<file path="config.mk">
export PLATFORM = sky130hd
export DESIGN_NAME = receiver
export DESIGN_NICKNAME = d
export VERILOG_FILES = /design/src/rtl/receiver.sv
export SDC_FILE = /design/constraint.sdc
export NUM_CORES = 1
export LEC_CHECK = 0
export CORE_ASPECT_RATIO = 0.6
export CORE_UTILIZATION = 50
export CTS_CLUSTER_SIZE = 40
export DETAILED_ROUTE_END_ITERATION = 8
export DONT_BUFFER_PORTS = 1
export SYNTH_ARGS = -nofsm -noshare
export SYNTH_HDL_FRONTEND = slang
export SYNTH_SLANG_ARGS = --single-unit
</file>
<file path="constraint.sdc">
create_clock -name clk_sys -period 6.55 [get_ports clk_sys]
set_clock_uncertainty 0.2 [all_clocks]
set_input_delay 1.965 -clock clk_sys [delete_from_list [all_inputs] [get_ports clk_sys]]
set_output_delay 1.965 -clock clk_sys [all_outputs]
set_load 0.01 [all_outputs]
</file>
<file path="src/rtl/receiver.sv">
// Serial byte receiver for the two-wire clock/data link: oversamples both lines on clk_sys,
// detects start (data fall with clock high) and shifts in 8 bits LSB-first on line-clock rises.
module receiver #(
    parameter int IDLE_CYCLES    = 16,
    parameter int TIMEOUT_CYCLES = 4096
) (
    input  logic       clk_sys,
    input  logic       reset,
    input  logic       clk_in,
    input  logic       data_in,
    output logic [7:0] data,
    output logic       valid,
    output logic       error,
    output logic       busy
);

    typedef enum logic [1:0] {
        S_ARM        = 2'd0,
        S_WAIT_START = 2'd1,
        S_RECV       = 2'd2
    } state_t;

    localparam logic [15:0] IDLE_LIM    = 16'(IDLE_CYCLES);
    localparam logic [15:0] TIMEOUT_LIM = 16'(TIMEOUT_CYCLES);

    // [0]=sync1, [1]=sync2, [2]=delay flop; all preset to 1 so reset cannot fake an edge
    logic [2:0]  r_clk_sync;
    logic [2:0]  r_dat_sync;

    state_t      r_state;
    logic [15:0] r_idle_cnt;
    logic [15:0] r_timer;
    logic [2:0]  r_bit_cnt;
    logic [7:0]  r_shreg;
    logic [7:0]  r_data;
    logic        r_valid;
    logic        r_error;
    logic        r_busy;

    state_t      w_state_next;
    logic [15:0] w_idle_next;
    logic [15:0] w_timer_next;
    logic [2:0]  w_bit_next;
    logic [7:0]  w_shreg_next;
    logic [7:0]  w_data_next;
    logic        w_valid_next;
    logic        w_error_next;
    logic        w_busy_next;

    logic        w_clk_s2;
    logic        w_dat_s2;
    logic        w_rise;
    logic        w_dfall;
    logic [15:0] w_idle_inc;
    logic [15:0] w_timer_inc;
    logic [7:0]  w_shifted;

    assign w_clk_s2    = r_clk_sync[1];
    assign w_dat_s2    = r_dat_sync[1];
    assign w_rise      = r_clk_sync[1] & ~r_clk_sync[2];
    assign w_dfall     = ~r_dat_sync[1] & r_dat_sync[2];
    assign w_idle_inc  = (r_idle_cnt == 16'hFFFF) ? r_idle_cnt : r_idle_cnt + 16'd1;
    assign w_timer_inc = (r_timer == 16'hFFFF) ? r_timer : r_timer + 16'd1;
    assign w_shifted   = {w_dat_s2, r_shreg[7:1]};

    always_ff @(posedge clk_sys) begin
        if (reset) begin
            r_clk_sync <= 3'b111;
            r_dat_sync <= 3'b111;
        end else begin
            r_clk_sync <= {r_clk_sync[1:0], clk_in};
            r_dat_sync <= {r_dat_sync[1:0], data_in};
        end
    end

    always_ff @(posedge clk_sys) begin
        if (reset) begin
            r_state    <= S_ARM;
            r_idle_cnt <= 16'd0;
            r_timer    <= 16'd0;
            r_bit_cnt  <= 3'd0;
            r_shreg    <= 8'h00;
            r_data     <= 8'h00;
            r_valid    <= 1'b0;
            r_error    <= 1'b0;
            r_busy     <= 1'b0;
        end else begin
            r_state    <= w_state_next;
            r_idle_cnt <= w_idle_next;
            r_timer    <= w_timer_next;
            r_bit_cnt  <= w_bit_next;
            r_shreg    <= w_shreg_next;
            r_data     <= w_data_next;
            r_valid    <= w_valid_next;
            r_error    <= w_error_next;
            r_busy     <= w_busy_next;
        end
    end

    always_comb begin
        w_state_next = r_state;
        w_idle_next  = r_idle_cnt;
        w_timer_next = r_timer;
        w_bit_next   = r_bit_cnt;
        w_shreg_next = r_shreg;
        w_data_next  = r_data;
        w_valid_next = 1'b0;
        w_error_next = 1'b0;
        w_busy_next  = r_busy;
        case (r_state)
            S_ARM: begin
                w_busy_next = 1'b0;
                if (w_clk_s2 && w_dat_s2) begin
                    w_idle_next = w_idle_inc;
                    if (w_idle_inc >= IDLE_LIM) begin
                        w_state_next = S_WAIT_START;
                        w_idle_next  = 16'd0;
                    end
                end else begin
                    w_idle_next = 16'd0;
                end
            end
            S_WAIT_START: begin
                if (!w_clk_s2) begin
                    w_state_next = S_ARM;
                end else if (w_dfall) begin
                    w_state_next = S_RECV;
                    w_bit_next   = 3'd0;
                    w_timer_next = 16'd0;
                    w_busy_next  = 1'b1;
                end
            end
            S_RECV: begin
                // a rise in the same cycle as the timeout wins and restarts the timer
                if (w_rise) begin
                    w_shreg_next = w_shifted;
                    w_bit_next   = r_bit_cnt + 3'd1;
                    w_timer_next = 16'd0;
                    if (r_bit_cnt == 3'd7) begin
                        w_data_next  = w_shifted;
                        w_valid_next = 1'b1;
                        w_busy_next  = 1'b0;
                        w_state_next = S_ARM;
                    end
                end else begin
                    w_timer_next = w_timer_inc;
                    if (w_timer_inc >= TIMEOUT_LIM) begin
                        w_error_next = 1'b1;
                        w_busy_next  = 1'b0;
                        w_state_next = S_ARM;
                    end
                end
            end
            default: begin
                w_state_next = S_ARM;
                w_idle_next  = 16'd0;
                w_busy_next  = 1'b0;
            end
        endcase
    end

    assign data  = r_data;
    assign valid = r_valid;
    assign error = r_error;
    assign busy  = r_busy;

endmodule

</file>
==> results list, run 1 <==
- In this run the tightest slew margin relative to its limit is 0.393.
* Final Net Count: 367
* Smallest hold slack: 0.211 ns
* Count of endpoints failing setup in the final report: 0
- Hold Vio Cnt, Final: 0
* Critical path's slowest cell: sky130_fd_sc_hd__nor4b_1
- Across all setup checks in the final design, the least slack found is 3.37 ns.
- In this run the worst path has a maximum fanout of 50.
- Once layout is done, the placed cells without fillers occupy 0.00319 mm².
* Crit. Startpoint: reset
- The startpoint identified for the worst hold timing path is r_dat_sync[0].
- Top FF cell, synth: sky130_fd_sc_hd__dfxtp_1
- Area of the die: 0.00621 mm²
- IR analysis of the VDD net gives a maximum drop of 188 µV.
- Slew at the pin closest to its max-slew limit: 0.909 ns
- CP arrival: 3.23 ns
- By startpoint and endpoint, the worst setup path is classified as input pin to flip-flop.
- For this run, the detailed router's first-pass iteration total came to 4.
- Kind of cell adding the most delay to the critical path: simple AND/OR/NAND/NOR gates
* CTS tree: done
* Die height: 61.4 µm
- Multiplexer share of the synthesized area: 0.0140
- The worst register-to-register path begins at r_idle_cnt[0].
* Fin crit period: 3.18 ns
* Routability Congestion: 0.828
- The number of antenna diodes in the final layout is 0.
* Sum of negative setup slack: 0 ns
* Clock tree buffer depth: 2
- Once detail routing completed, the nets flagged for antenna violations numbered 0.
* Pin count of the biggest net entering global routing: 51
- Classification of the worst-slack hold path: flip-flop to flip-flop
* Number of top-level pins: 15
- Fraction of registers with async set or reset after synthesis: 0
- Derived from the worst setup path, the maximum achievable clock frequency is 315 MHz.
* Placeable core area: 0.00562 mm²
- Commonest cells after routing, fill and taps aside: sky130_fd_sc_hd__dfxtp_1, sky130_fd_sc_hd__nand2_1, sky130_fd_sc_hd__a21oi_1
- The number of antenna violations at the first check in global routing came to 0.
* Total global-route track usage: 0.231
- Gate count of the mapped netlist: 359
- Buffers added to address setup during post-CTS repair amount to 0.
- Once placement completed, the tool counted placed cells totaling 425.
* Resize count post-CTS: 0
- Count of vias placed by the detailed router: 2517
- Max-capacitance violation count: 0
- The worst setup path is launched from an input pin.
- Leaving out fill and tap cells, the most frequent cell in the layout is sky130_fd_sc_hd__dfxtp_1.
- Synthesis warning total: 0
- Total buffers and inverters traversed by the critical path: 0
- Ratio of routed vias to standard cells: 5.71
* Leakage power: 0.00108 µW
- Setup repair after global routing left no endpoint under its margin.
- Cell types with the largest area share after synthesis: sky130_fd_sc_hd__dfxtp_1, sky130_fd_sc_hd__a21oi_1, sky130_fd_sc_hd__nand2_1
- Required time worst endpoint: 6.60 ns
- Clock network latency to the later pin of the worst-skew pair: 0.34 ns
* Post-synth EDFFs: 0
- The worst setup path is captured at a flip-flop.
- At the placement stage, the worst setup path has a slack of 3.05 ns.
- CTS Buf Count: 9
- Number of unique standard cell types used by synthesis: 53
* Outcome: finished, final reports clean
- Post-synth top area cell: sky130_fd_sc_hd__dfxtp_1
* Clock Pin Slew Worst Setup and Hold Paths: 0.07 ns
- In this run the horizontal extent of the chip is 101 µm.
- In the final routed layout, each cell accounts on average for 14.9 µm.
- The average instance in the mapped netlist occupies 8.20 µm².
* Number of standard cells in the layout, taps in and fillers out: 441
- The filler cells instantiated in the layout total 561.
- In the final layout, the share of cells above drive strength 1 is 0.0942.
* Std-Cell Rows: 21
- The final layout contains routed wiring with a total length of 6.56 mm.
* Total grt overflow: 0
- The via count of the first global-routing pass is 2156.
- Simple-Gate Fraction of Synth Area: 0.308
* Biggest cell delay along the critical path: 0.47 ns
- CTS placed an instance of sky130_fd_sc_hd__clkbuf_8 at the clock tree root.
* Synthesized area: 0.00294 mm²
* Synth-to-Final Area Change: 8.46%
* Nets in the synthesized netlist: 370
- Detailed placement ended at an HPWL of 4.56 mm.
- The clock tree synthesis step divided the H-tree into 3 levels.
- Dominant combinational cell family by area after synthesis: simple AND/OR/NAND/NOR gates
* DRC violation count after routing: 0
- After detailed placement, the total cell area comes to 0.00299 mm².
- Adder and majority gate portion of the synthesized area: 0.0297
* Final clock period utilization by the worst path: 0.485
* Number of hold buffers added after CTS: 0
* Ratio of total power to cell area: 225 mW/mm²
- Final Max Slew Viols: 0
- Share of the synthesized area in the top cell type: 0.415
* # port buffers: 0
- TritonCTS sink count: 61
* Starting DRC count in detailed routing: 183
* Xor and xnor area share after synthesis: 0.00297
- Critical Path, Cell by Cell: nor4b_1, nor4b_2, nand4_2, o311ai_2
- The first global-routing pass estimated 10.6 mm of wire.
- Post-synthesis sequential area ratio: 0.415
* Compound-cell area share of the yosys netlist: 0.199
- Seq cells post-synth: 61
- For this configuration, the core starts out at a cell density of 0.524.
==> path summary, 6_finish.rpt <==
check	slack (ns)	end	cells after the start
worst max-delay path	3.37	r_idle_cnt[2]	4
worst min-delay path	0.21	r_dat_sync[1]	1
worst max register to register	3.71	r_idle_cnt[2]	7
worst min register to register	0.21	r_dat_sync[1]	1
==> state kept, by name, indices dropped and copies added (netlist names) <==
signal	cells
r_shreg	7
data	8
r_state	2
busy	1
r_clk_sync	3
r_idle_cnt	16
r_timer	16
r_dat_sync	3
r_bit_cnt	3
error	1
valid	1
==> stage by stage <==
stage / total power [µW] / utilization
3_5_place_dp: 393 / 0.532
2_1_floorplan: 395 / -
6_report: 719 / 0.568
4_1_cts: 728 / 0.568
3_3_place_gp: 393 / 0.532
5_1_grt: 745 / 0.568
==> Yosys cell counts, drive strengths merged (3+ instances only) <==
library cell   n
a211oi         4
a21oi         41
a22oi          3
a311oi         3
a31oi          4
and2          16
and3           6
and4           6
clkbuf        13
dfxtp         61
ha             7
inv            9
mux2i          3
nand2         52
nand3         10
nand3b         4
nand4         11
nor2          28
nor3          11
nor4           4
o211a          3
o211ai         4
o21ai         15
or2            7
or3            8
==> layer usage <==
layer,up-vias,wire [µm],GRT usage
met5,-,0,0
met4,0,55,0.0994
met3,7,260,0.0636
met2,41,2530,0.302
met1,1165,3710,0.346
li1,1304,-,-
==> power by group <==
group          switching [µW]  internal, µW  total, µW
logic                    4.02          4.26       8.29
clock network             158           176        334
registers                2.82           374        376
total                     164           554        719
==> final cells by class <==
cell class | count | area [µm²] | area share
Clock buffer | 9 | 124 | 0.0388
Tap cell | 80 | 100 | 0.0313
Inverter | 9 | 33.8 | 0.0106
Clock inverter | 7 | 76.3 | 0.0239
Timing Repair Buffer | 1 | 7.51 | 0.00235
Multi-Input combinational cell | 274 | 1630 | 0.511
Sequential cell | 61 | 1220 | 0.382
==> cells by family (layout without fill, tap and decap cells) <==
| logic type | count (synthesis) | after routing |
|---|---|---|
| xor gates and xnor gates | 1 | 1 |
| muxes | 4 | 4 |
| DFF | 61 | 61 |
| AOI/OAI and AO/OA | 91 | 91 |
| buffers and inverters | 24 | 26 |
| adders and majority gates | 7 | 7 |
| and+or+nand+nor | 171 | 171 |
Note: power is estimated with default switching activity, not from simulation.
==> run 2, diff against run 1 <==
PLACE_DENSITY = 0.68   (was not set)
clock period = 2.6 ns   (was 6.55 ns; I/O delays follow)
==> run 2 against run 1 <==
Compared with the run above: setup slack got worse by 3.3 ns; global-route usage fell by 0.40 points; cell count up 2.9%; clock-buffer cell count did not move; via count increased by 4.2%; wire length shrank 1.6%; sequential power grew to 2.5 times the previous value.
==> results list, run 2 (synthesized netlist as in run 1, its figures left out) <==
* Leading cell type in the layout, fill and taps excluded: sky130_fd_sc_hd__dfxtp_1 (unchanged)
- Routed wire per std cell: 14.2 µm (was 14.9 µm)
- Leakage power: 0.00115 µW (was 0.00108 µW)
- Area of the multi-input gates: 0.00165 mm² (was 0.00163 mm²)
- Crit. Startpoint: r_idle_cnt[1] (was reset)
- Post-layout util: 0.589 (was 0.568)
- Of the available clock period, the critical path in the final layout requires 0.959.
- The die area is 0.00621 mm² (unchanged).
- Die height: 61.4 µm (unchanged)
- CTS Buf Count: 9 (unchanged)
- The number of hold buffers added after cts is 0 (unchanged).
- The residual antenna-violating net count after detailed routing came to 0 (unchanged).
* CP arrival: 2.54 ns (was 3.23 ns)
- The number of buffer and inverter stages on the critical path came to 0 (unchanged).
- Biggest cell delay along the critical path: 0.42 ns (was 0.47 ns)
- The worst reg2reg path depth is 7 (unchanged).
- Count of cell instances traversed by the critical path: 7 (was 4)
- The total length of routed wires was 6.45 mm (was 6.56 mm).
- Required time worst endpoint: 2.65 ns (was 6.60 ns)
* Pre-CTS setup slack: 0.0369 ns (was 3.05 ns)
- Number of global-route vias before repair: 2197 (was 2156)
- The total I/O pin count came to 15 (unchanged).
- The startpoint of the worst register-to-register path is r_idle_cnt[1] (was r_idle_cnt[0]).
* # port buffers: 0 (unchanged)
* Max-capacitance violation count: 0 (unchanged)
- Pin count of the biggest net entering global routing: 51 (unchanged)
- Endpoint of the most critical register-to-register path: r_idle_cnt[2] (unchanged)
* Placeable core area: 0.00562 mm² (unchanged)
- The number of iterations in the first detailed-routing pass was 5 (was 4).
- Critical Path, Cell by Cell: ha_1, nand3_1, or3_1, a311o_1, a22oi_2, nand4_2, o311ai_2 (was nor4b_1, nor4b_2, nand4_2, o311ai_2).
* Total grt overflow: 0 (unchanged)
- Global-route track usage on met1: 0.347 (was 0.346)
- Switching power as a share of total power: 0.225 (was 0.229)
- Critical path's slowest cell: sky130_fd_sc_hd__or3_1 (was sky130_fd_sc_hd__nor4b_1)
- Worst vdd rail ir drop: 486 µV (was 188 µV)
- TritonCTS sink count: 61 (unchanged)
* Ratio of total power to cell area: 544 mW/mm² (was 225 mW/mm²)
- The footprint of the flip-flops and latches is 0.00122 mm² (about the same).
- Final-layout fill cell count: 534 (was 561)
- Capturing element type of the critical path: flip-flop (unchanged)
- The worst-skew pair later-pin latency is 0.35 ns (was 0.34 ns).
- The internal power contribution came to 1400 µW (was 554 µW).
- Kind of critical path: flip-flop to flip-flop (was input pin to flip-flop)
* Clock Pin Slew Worst Setup and Hold Paths: 0.07 ns (about the same)
- Final Max Slew Viols: 0 (unchanged)
* Placed standard-cell area: 0.00309 mm² (was 0.00299 mm²)
* DRC violation count after routing: 0 (unchanged)
- Outcome: finished, final reports clean (unchanged).
* Placed instance count: 438 (was 425)
* Total global-route track usage: 0.227 (was 0.231)
- The register share of total power came to 0.525 (was 0.524).
- The fraction of final layout cells with drive strength greater than 1 came to 0.136 (was 0.0942).
* Switching component of the power: 406 µW (was 164 µW)
- The worst relative slew slack is 0.641 (was 0.393).
* Fin crit period: 2.49 ns
- The effective utilization at floorplan came to 0.524 (unchanged).
* Minimum setup slack in the final design: 0.107 ns (was 3.37 ns)
- CTS H-Tree Depth: 3 (unchanged)
- Maximum frequency from static timing analysis: 401 MHz
* Hold Vio Cnt, Final: 0 (unchanged)
- The clock root buffer is sky130_fd_sc_hd__clkbuf_8 (unchanged).
- Ratio of routed vias to standard cells: 5.78 (was 5.71)
- The dominant delay contributor by cell family on the critical path is compound AO/OA/AOI/OAI gates (was simple AND/OR/NAND/NOR gates).
* Count of vias placed by the detailed router: 2622 (was 2517)
- The overall power came to 1800 µW (was 719 µW).
- Busiest layer in global routing: met1 (unchanged)
- The actual transition at the worst max-transition pin is 0.535 ns (was 0.909 ns).
* Commonest cells after routing, fill and taps aside: sky130_fd_sc_hd__dfxtp_1, sky130_fd_sc_hd__nand2_1, sky130_fd_sc_hd__a21oi_1 (unchanged)
* Maximum fanout count along the critical path: 5 (was 50)
* Logic pwr share: 0.015 (was 0.012)
* Classification of the worst-slack hold path: flip-flop to flip-flop (unchanged)
* Met3 usage in global routing: 0.0636 (unchanged)
- Capturing instance or port of the critical path: r_idle_cnt[2] (unchanged)
- The met2 track utilization from global routing came to 0.294 (was 0.302).
- The final cell count without fillers is 454 (was 441).
* CTS tree: done (unchanged)
* Starting DRC count in detailed routing: 214 (was 183)
- Wire length of the first global-routing pass: 10.5 mm (was 10.6 mm)
* Post-route cell area: 0.00331 mm² (was 0.00319 mm²)
* Std-Cell Rows: 21 (unchanged)
- The total inserted antenna cells came to 0 (unchanged).
- Final HPWL from detailed placement: 4.54 mm (was 4.56 mm)
- The clock share of power is 0.461 (was 0.465).
- The element type at the critical path start was a flip-flop (was input pin).
- Synth-to-Final Area Change: 12.6% (was 8.46%)
- The buffer depth of the longest clock path is 2 (unchanged).
* Final Net Count: 380 (was 367)
* Number of antenna violations at the first check in global routing: 0 (unchanged)
- Horizontal die dimension: 101 µm (unchanged)
- The setup slack of the most critical reg-to-reg path is 0.11 ns (was 3.71 ns).
- The number of setup violations in the final report came to 0 (unchanged).
* Routability Congestion: 0.826 (was 0.828)
run 2: timing repair:
item                       in CTS  in global routing
buffers inserted                0                  0
setup endpoints to repair       0                  6
resized for setup               0                  5
hold endpoints to repair        0                  0
run 2: stage by stage:
stage	TNS, ns	hold WS, ns
detailed placement	0	0.206
floorplan	0	0.189
finish	0	0.220
global placement	0	0.193
CTS	0	0.225
global route	-0.0163	0.251
run 2: final cells by class:
| class | instances | area share |
|---|---|---|
| Clock buffer | 9 | 0.0374 |
| Tap cell | 80 | 0.0302 |
| Clock inverter | 7 | 0.0230 |
| Inverter | 9 | 0.0102 |
| Sequential cell | 61 | 0.369 |
| Multi-Input combinational cell | 274 | 0.498 |
| Timing Repair Buffer | 14 | 0.0317 |
run 2: worst min path at each step:
stage | slack, ns | start | cells past startpoint | to
2_1_floorplan | 0.19 | r_clk_sync[0] | 1 | r_clk_sync[1]
4_1_cts | 0.22 | r_dat_sync[0] | 1 | r_dat_sync[1]
3_5_place_dp | 0.21 | r_clk_sync[0] | 1 | r_clk_sync[1]
5_1_grt | 0.25 | r_dat_sync[0] | 1 | r_dat_sync[1]
3_3_place_gp | 0.19 | r_clk_sync[0] | 1 | r_clk_sync[1]
6_report | 0.22 | r_dat_sync[0] | 1 | r_dat_sync[1]
run 2: power by group through the flow:
stage                     clock network, µW  logic [µW]  registers [µW]
after floorplan                           0        27.3             967
after global placement                    0        25.6             968
after detailed placement                  0        26.2             968
after CTS                               853        26.3             947
after global routing                    891        29.2             947
final                                   831        26.3             947
run 2: worst register-to-register path: stages, from the launching register on:
cell                       delay, ns
sky130_fd_sc_hd__dfxtp_1        0.39
sky130_fd_sc_hd__ha_1           0.19
sky130_fd_sc_hd__nand3_1        0.17
sky130_fd_sc_hd__or3_1          0.42
sky130_fd_sc_hd__a311o_1        0.37
sky130_fd_sc_hd__a22oi_2        0.21
sky130_fd_sc_hd__nand4_2        0.20
sky130_fd_sc_hd__o311ai_2       0.26
run 2: routing by layer:
layer  up-vias  part of all wire
li1       1331                 -
met1      1198              0.55
met2        81              0.38
met3        12             0.065
met4         0             0.014
met5         -                 0
